**src/rtl/video_pkg.sv**
```systemverilog
// Shared definitions for the video layer compositor: register map,
// default colour depth, scan coordinate width and run-control states.
package video_pkg;

    localparam int          CD_DEFAULT   = 12;
    localparam int          COORD_W      = 11;

    localparam logic [13:0] REG_CTRL     = 14'd0;
    localparam logic [13:0] REG_BG       = 14'd1;
    localparam logic [13:0] REG_KEY_BASE = 14'd2;

    typedef enum logic [1:0] {
        ST_IDLE  = 2'd0,
        ST_RUN   = 2'd1,
        ST_DRAIN = 2'd2
    } vlc_state_e;

endpackage

```
**src/rtl/video_pix_fifo.sv**
```systemverilog
// Synchronous show-ahead FIFO: the head entry is visible on rd_data while
// the FIFO is non-empty; rd_data reads as zero when empty.
module video_pix_fifo #(
    parameter int DW    = 13,
    parameter int DEPTH = 8,
    localparam int AW   = $clog2(DEPTH),
    localparam int CW   = AW + 1
) (
    input  logic          clk,
    input  logic          rst_n,
    input  logic          wr_en,
    input  logic [DW-1:0] wr_data,
    input  logic          rd_en,
    output logic [DW-1:0] rd_data,
    output logic [CW-1:0] count,
    output logic          empty,
    output logic          full
);

    logic [DW-1:0] mem_q [DEPTH];
    logic [DW-1:0] mem_d [DEPTH];
    logic [AW-1:0] wr_ptr_q, wr_ptr_d;
    logic [AW-1:0] rd_ptr_q, rd_ptr_d;
    logic [CW-1:0] count_q, count_d;
    logic          do_wr_s;
    logic          do_pop_s;

    assign empty    = (count_q == '0);
    assign full     = (count_q == CW'(DEPTH));
    assign do_pop_s = rd_en && !empty;
    // A pop frees a slot in the same cycle, so a write into a full FIFO is
    // accepted when it coincides with a pop.
    assign do_wr_s  = wr_en && (!full || do_pop_s);
    assign rd_data  = empty ? '0 : mem_q[rd_ptr_q];
    assign count    = count_q;

    // Next-state for storage, pointers and occupancy.
    always_comb begin
        mem_d    = mem_q;
        wr_ptr_d = wr_ptr_q;
        rd_ptr_d = rd_ptr_q;
        if (do_wr_s) begin
            mem_d[wr_ptr_q] = wr_data;
            wr_ptr_d        = wr_ptr_q + AW'(1);
        end else begin
            wr_ptr_d = wr_ptr_q;
        end
        if (do_pop_s) begin
            rd_ptr_d = rd_ptr_q + AW'(1);
        end else begin
            rd_ptr_d = rd_ptr_q;
        end
        count_d = count_q + CW'(do_wr_s) - CW'(do_pop_s);
    end

    // FIFO state registers.
    always_ff @(posedge clk or negedge rst_n) begin
        if (!rst_n) begin
            for (int i = 0; i < DEPTH; i++) begin
                mem_q[i] <= '0;
            end
            wr_ptr_q <= '0;
            rd_ptr_q <= '0;
            count_q  <= '0;
        end else begin
            mem_q    <= mem_d;
            wr_ptr_q <= wr_ptr_d;
            rd_ptr_q <= rd_ptr_d;
            count_q  <= count_d;
        end
    end

    video_pix_fifo_chk u_chk (
        .clk   (clk),
        .rst_n (rst_n),
        .wr_en (wr_en),
        .rd_en (do_pop_s),
        .full  (full)
    );

endmodule

```
**src/rtl/video_pix_fifo_chk.sv**
```systemverilog
// Overflow checker for the output pixel FIFO: a write into a full FIFO
// without a simultaneous pop would silently drop a pixel.
module video_pix_fifo_chk (
    input logic clk,
    input logic rst_n,
    input logic wr_en,
    input logic rd_en,
    input logic full
);

    // Flag any write that would overrun the FIFO.
    always @(posedge clk) begin
        if (rst_n) begin
            assert (!(wr_en && full && !rd_en));
        end
    end

endmodule

```
**src/rtl/video_layer_compositor.sv**
```systemverilog
// Video layer compositor: scans (x, y) for NL layer cores, composites the
// returned pixels by enable/key with fixed priority (highest layer wins),
// and streams {rgb, sof} out through a credit-protected show-ahead FIFO.
module video_layer_compositor
    import video_pkg::*;
#(
    parameter int CD         = CD_DEFAULT,
    parameter int NL         = 4,
    parameter int HMAX       = 640,
    parameter int VMAX       = 480,
    parameter int LAT        = 2,
    parameter int FIFO_DEPTH = 8
) (
    input  logic               clk_sys,
    input  logic               reset_sys_n,
    input  logic               cs,
    input  logic               write,
    input  logic [13:0]        addr,
    input  logic [31:0]        wr_data,
    output logic [31:0]        rd_data,
    output logic [COORD_W-1:0] x,
    output logic [COORD_W-1:0] y,
    input  logic [NL*CD-1:0]   layer_rgb,
    output logic [CD:0]        m_data,
    output logic               m_valid,
    input  logic               m_ready
);

    localparam int CW = $clog2(FIFO_DEPTH) + 1;
    localparam int SW = CW + 1;
    localparam logic [COORD_W-1:0] X_LAST = COORD_W'(HMAX - 1);
    localparam logic [COORD_W-1:0] Y_LAST = COORD_W'(VMAX - 1);

    // Control/status registers.
    logic              run_q, run_d;
    logic [NL-1:0]     layer_en_q, layer_en_d;
    logic [CD-1:0]     bg_q, bg_d;
    logic [CD-1:0]     key_q [NL];
    logic [CD-1:0]     key_d [NL];

    // Scan and run control.
    vlc_state_e         state_q, state_d;
    logic [COORD_W-1:0] x_q, x_d;
    logic [COORD_W-1:0] y_q, y_d;
    logic [15:0]        frame_cnt_q, frame_cnt_d;
    logic               active_s;
    logic               issue_s;
    logic               last_pix_s;

    // Delay line matching the layer-core latency.
    logic [LAT-1:0]     dl_vld_q, dl_vld_d;
    logic [LAT-1:0]     dl_sof_q, dl_sof_d;
    logic [SW-1:0]      inflight_s;
    logic [SW-1:0]      used_s;

    // Composite and output FIFO.
    logic [CD-1:0]      pix_rgb_s;
    logic [CW-1:0]      fifo_count_s;
    logic               fifo_empty_s;
    logic               fifo_full_s;

    // Register file write decode.
    always_comb begin
        run_d      = run_q;
        layer_en_d = layer_en_q;
        bg_d       = bg_q;
        key_d      = key_q;
        if (cs && write) begin
            if (addr == REG_CTRL) begin
                run_d      = wr_data[0];
                layer_en_d = wr_data[8 +: NL];
            end else if (addr == REG_BG) begin
                bg_d = wr_data[CD-1:0];
            end else begin
                for (int i = 0; i < NL; i++) begin
                    if (addr == (REG_KEY_BASE + 14'(i))) begin
                        key_d[i] = wr_data[CD-1:0];
                    end else begin
                        key_d[i] = key_q[i];
                    end
                end
            end
        end else begin
            run_d = run_q;
        end
    end

    // Register file state.
    always_ff @(posedge clk_sys or negedge reset_sys_n) begin
        if (!reset_sys_n) begin
            run_q      <= 1'b0;
            layer_en_q <= '0;
            bg_q       <= '0;
            for (int i = 0; i < NL; i++) begin
                key_q[i] <= '0;
            end
        end else begin
            run_q      <= run_d;
            layer_en_q <= layer_en_d;
            bg_q       <= bg_d;
            key_q      <= key_d;
        end
    end

    // Count delay-line stages still holding an issued pixel.
    always_comb begin
        inflight_s = '0;
        for (int i = 0; i < LAT; i++) begin
            inflight_s = inflight_s + SW'(dl_vld_q[i]);
        end
    end

    // Credit check: only issue when every pixel already committed (queued
    // or in flight) plus this one still fits in the FIFO.
    assign active_s   = (state_q != ST_IDLE);
    assign used_s     = SW'(fifo_count_s) + inflight_s;
    assign issue_s    = active_s && !fifo_full_s && (used_s < SW'(FIFO_DEPTH));
    assign last_pix_s = (x_q == X_LAST) && (y_q == Y_LAST);

    // Scan advance, frame counting and run-control next state.
    always_comb begin
        state_d     = state_q;
        x_d         = x_q;
        y_d         = y_q;
        frame_cnt_d = frame_cnt_q;
        if (issue_s) begin
            if (x_q == X_LAST) begin
                x_d = '0;
                if (y_q == Y_LAST) begin
                    y_d         = '0;
                    frame_cnt_d = frame_cnt_q + 16'd1;
                end else begin
                    y_d = y_q + 11'd1;
                end
            end else begin
                x_d = x_q + 11'd1;
            end
        end else begin
            x_d = x_q;
        end
        case (state_q)
            ST_IDLE: begin
                if (run_q) begin
                    state_d = ST_RUN;
                end else begin
                    state_d = ST_IDLE;
                end
            end
            ST_RUN, ST_DRAIN: begin
                // Clearing run lets the current frame finish before idling.
                if (run_q) begin
                    state_d = ST_RUN;
                end else if (issue_s && last_pix_s) begin
                    state_d = ST_IDLE;
                end else begin
                    state_d = ST_DRAIN;
                end
            end
            default: begin
                state_d = ST_IDLE;
            end
        endcase
    end

    // Shift issue and sof through the delay line.
    always_comb begin
        dl_vld_d = LAT'({dl_vld_q, issue_s});
        dl_sof_d = LAT'({dl_sof_q, issue_s && (x_q == '0) && (y_q == '0)});
    end

    // Scan, run-control and delay-line state.
    always_ff @(posedge clk_sys or negedge reset_sys_n) begin
        if (!reset_sys_n) begin
            state_q     <= ST_IDLE;
            x_q         <= '0;
            y_q         <= '0;
            frame_cnt_q <= '0;
            dl_vld_q    <= '0;
            dl_sof_q    <= '0;
        end else begin
            state_q     <= state_d;
            x_q         <= x_d;
            y_q         <= y_d;
            frame_cnt_q <= frame_cnt_d;
            dl_vld_q    <= dl_vld_d;
            dl_sof_q    <= dl_sof_d;
        end
    end

    // Priority search: later (higher) enabled, non-keyed layers override.
    always_comb begin
        pix_rgb_s = bg_q;
        for (int i = 0; i < NL; i++) begin
            pix_rgb_s = (layer_en_q[i] && (layer_rgb[i*CD +: CD] != key_q[i]))
                        ? layer_rgb[i*CD +: CD] : pix_rgb_s;
        end
    end

    video_pix_fifo #(
        .DW    (CD + 1),
        .DEPTH (FIFO_DEPTH)
    ) u_fifo (
        .clk     (clk_sys),
        .rst_n   (reset_sys_n),
        .wr_en   (dl_vld_q[LAT-1]),
        .wr_data ({pix_rgb_s, dl_sof_q[LAT-1]}),
        .rd_en   (m_ready),
        .rd_data (m_data),
        .count   (fifo_count_s),
        .empty   (fifo_empty_s),
        .full    (fifo_full_s)
    );

    assign m_valid = !fifo_empty_s;
    assign x       = x_q;
    assign y       = y_q;
    assign rd_data = (addr == REG_CTRL) ? {frame_cnt_q, 14'd0, active_s, run_q} : 32'd0;

endmodule

```
**config.mk**
```make
export PLATFORM = sky130hd
export DESIGN_NAME = video_layer_compositor
export DESIGN_NICKNAME = d
export VERILOG_FILES = /design/src/rtl/video_pkg.sv /design/src/rtl/video_pix_fifo.sv /design/src/rtl/video_pix_fifo_chk.sv /design/src/rtl/video_layer_compositor.sv
export SDC_FILE = /design/constraint.sdc
export NUM_CORES = 1
export LEC_CHECK = 0
export ABC_CLOCK_PERIOD_IN_PS = 3140
export BUFFER_PORTS_ARGS = -buffer_cell sky130_fd_sc_hd__buf_2
export CAP_MARGIN = 10
export CORE_MARGIN = 1.5
export CORE_UTILIZATION = 35
export CTS_BUF_LIST = sky130_fd_sc_hd__clkbuf_16
export DETAILED_ROUTE_END_ITERATION = 12
export PLACE_DENSITY = 0.51
export SLEW_MARGIN = 5
export SYNTH_ARGS = -nofsm -noshare
export SYNTH_HDL_FRONTEND = slang
export SYNTH_SLANG_ARGS = --single-unit
export TNS_END_PERCENT = 30
```
**constraint.sdc**
```tcl
create_clock -name clk_sys -period 3.14 [get_ports clk_sys]
set_input_delay 0.157 -clock clk_sys [delete_from_list [all_inputs] [get_ports clk_sys]]
set_output_delay 0.157 -clock clk_sys [all_outputs]
set_load 0.02 [all_outputs]
```
==> qor.csv <==
stage;metric;value;unit
synthesis;yosysWarnings;0;
detailed_routing;drt-wirelength-per-cell;18.4;um
synthesis;avgSynthCellArea;11.1;sq um
setup_path;arrival;2.99;ns
clocking;cts_buffers;27;
setup_path;end_kind;flop;
synthesis;synth_largest_area_cell;dfrtp_1;
setup_path;worst-setup-path-type;flop to flop;
clocking;cts_max_path_buffers;3;
detailed_routing;vias;8129;
placement;dp.cells;1528;
synthesis;synth_top_area_share;49.9;%
timing;hold_viol;0;
synthesis;ys_dominant_reg_cell;dfrtp_1;
timing;setup-tns-final;0;ns
timing;finalWorstPathRequiredPeriod;2.60;ns
synthesis;seq_area_frac_synth;49.9;%
detailed_routing;drt_wl_total;29100;um
clocking;cts_max_level;1;
clocking;worstSkewPairLatency;0.53;ns
die;pin_count;167;
power_and_ir_drop;p_leak;6.28;nW
detailed_routing;drt-pass1-iter-count;4;
global_routing;first_global_vias;8073;
setup_path;critPathBufInv;1;
global_routing;grt_max_degree;85;
timing;period_share;82.9;%
clocking;post_cts.repair.setup_buffers;0;
setup_path;cp_max_fo;24;
placement;place_area;12400;sq um
setup_path;slowest_delay;0.65;ns
die;rows;65;
die;die_w;182;um
layout;final_cells;1586;
min_path;min-delay-path-class;input port to flop;
setup_path;critPathTopFamily;compound AO/OA/AOI/OAI gates;
global_routing;grt_pass1_wl;46700;um
die;dieArea;33100;sq um
detailed_routing;ant_nets;0;
synthesis;synth.area.top_cells;dfrtp_1 (50%), mux2_2 (7.6%), mux4_2 (5.2%), o21ai_0 (4.7%), nand2_1 (4.2%);
synthesis;synthCells;1009;
placement;gp_congestion;0.833;
synthesis;synth_edf_count;0;
clocking;cts_root_buf;clkbuf_16;
power_and_ir_drop;ir_drop;0.397;mV
power_and_ir_drop;p_per_area;520;nW/um^2
synthesis;synth.distinct_cells;53;
timing;relSlewSlack;29.9;%
timing;rsz0062_at_grt;no;
outcome;outcome;complete, no violations;
timing;drv_slew;0;
die;start_util;35.5;%
clocking;clk_pin_slew;0.06;ns
synthesis;netlist_area;11200;sq um
synthesis;async_reset_ff_share;100;%
timing;setup_viol_count_final;0;
global_routing;antenna_found_initial;0;
global_routing;grt-ovfl-total;0;
placement;io_buffers;132;
layout;mostFrequentLayoutCells;dfrtp_1 (222), buf_2 (131), nand2_1 (126);
timing;skew;0.0224;ns
setup_path;crit_required;3.53;ns
detailed_routing;drc;0;
layout;layout_commonest_cell;dfrtp_1;
layout;drive_above_1_share;28.1;%
flow_run;max_cap_viol_count;0;
global_routing;track_usage;18.0;%
detailed_routing;vias_per_cell;5.13;
placement;hpwl;20200;um
layout;antenna_cells;0;
setup_path;worstPathCellList;xnor2_1, nand4_1, o31a_1, a221o_1, o221ai_1, buf_4, o21ai_0;
timing;worstMarginPinSlew;1.05;ns
detailed_routing;drt_iter0_drc;433;
clocking;clock-sinks;223;
setup_path;cpMaxStageDelayCell;o31a_1;
layout;final_area;13400;sq um
layout;area_growth;19.7;%
die;core_area;31600;sq um
die;fp.dieH;182;um
layout;utilization;42.4;%
timing;fmax;384;MHz
synthesis;ys_ff_latch;223;
clocking;cts_tree;yes;
layout;nNetsFinal;1285;
setup_path;cp-start-kind;flop;
clocking;cts_resized;0;
clocking;cts-hold-fix-buffers;12;
state kept, by name (all words and copies together) (netlist names), 3 cells and up:
signal           count
u_fifo.count         4
key_q               48
u_fifo.rd_ptr_q      3
frame_cnt_q         16
u_fifo.mem_q       104
bg_q                12
y                   11
x                   11
layer_en_q           4
u_fifo.wr_ptr_q      3
synth_stat cells (all sizes together), types with 2 or more instances:
cell type,instances
dfrtp,223
nand2,126
o21ai,104
mux2,76
xnor2,52
clkbuf,48
nor2,35
nand4,32
xor2,30
mux4,26
inv,24
buf,21
and2,20
ha,18
nand3,18
nand2b,14
a31oi,13
mux2i,13
a221o,12
o221ai,12
o311ai,12
or3b,12
nor3,11
nor4,11
and4,5
a21o,4
nor2b,4
or3,4
or4,4
a21oi,3
and3,3
nor3b,3
o31a,2
o31ai,2
per-layer routing:
| metal | wire length (um) | vias up | GRT usage [%] |
|---|---|---|---|
| li1 | - | 3896 | - |
| met1 | 13600 | 4038 | 24.9 |
| met2 | 13900 | 160 | 30.1 |
| met3 | 1060 | 35 | 2.37 |
| met4 | 581 | 0 | 4.07 |
| met5 | 0 | - | 0 |
where the power goes:
group,switching (mW),internal [mW]
combinational,0.502,0.401
sequential,0.125,2.93
clock,1.21,1.79
total,1.84,5.13
cells by family (layout without fill, tap and decap cells):
kind of cell | after synthesis | count (layout) | synth area share (%)
other | 1 | 14 | 0.0335
AOI/OAI and AO/OA | 169 | 169 | 9.67
muxes | 115 | 115 | 14.0
DFF | 223 | 223 | 49.9
buffers and inverters | 93 | 255 | 3.64
adders and majority gates | 19 | 19 | 2.19
and+or+nand+nor | 307 | 307 | 14.1
xor gates and xnor gates | 82 | 82 | 6.42
stage by stage:
stage | total power [mW] | hold WS, ns | setup WS, ns
after floorplan | 3.67 | -0.139 | 0.631
after global placement | 4.02 | 0.212 | 0.471
after detailed placement | 4.03 | 0.221 | 0.448
after CTS | 7.08 | 0.0792 | 0.541
after global routing | 7.27 | 0.0964 | 0.263
final | 6.97 | 0.0886 | 0.538
layout make-up:
class	instances	area, sq um
flip-flops and latches	223	5580
well taps	402	503
inverters	24	90.1
multi-input cells	706	5250
repair buffers	185	1120
clock buffers	27	676
clock inverters	19	165
fillers	3116	18200
worst min-delay path, cell delays in order:
cell	delay (ns)
buf_2	0.09
and2_1	0.23
xor2_1	0.09
path summary, 6_finish.rpt:
path                                        from                        endpoint  slack, ns  depth (start not counted)
max                        key_q[30]$_DFFE_PN0P_    u_fifo.mem_q[29]$_DFFE_PN0P_       0.54                          7
min                                      m_ready  u_fifo.rd_ptr_q[0]$_DFFE_PN0P_       0.09                          3
max reg2reg                key_q[30]$_DFFE_PN0P_    u_fifo.mem_q[29]$_DFFE_PN0P_       0.54                          7
min reg2reg                dl_sof_q[0]$_DFF_PN0_           dl_sof_q[1]$_DFF_PN0_       0.37                          0
max in group asynchronous            reset_sys_n      frame_cnt_q[9]$_DFFE_PN0P_       2.05                          3
min in group asynchronous            reset_sys_n    u_fifo.mem_q[75]$_DFFE_PN0P_       0.24                          2
No activity file was read; power rests on OpenSTA's default activity.
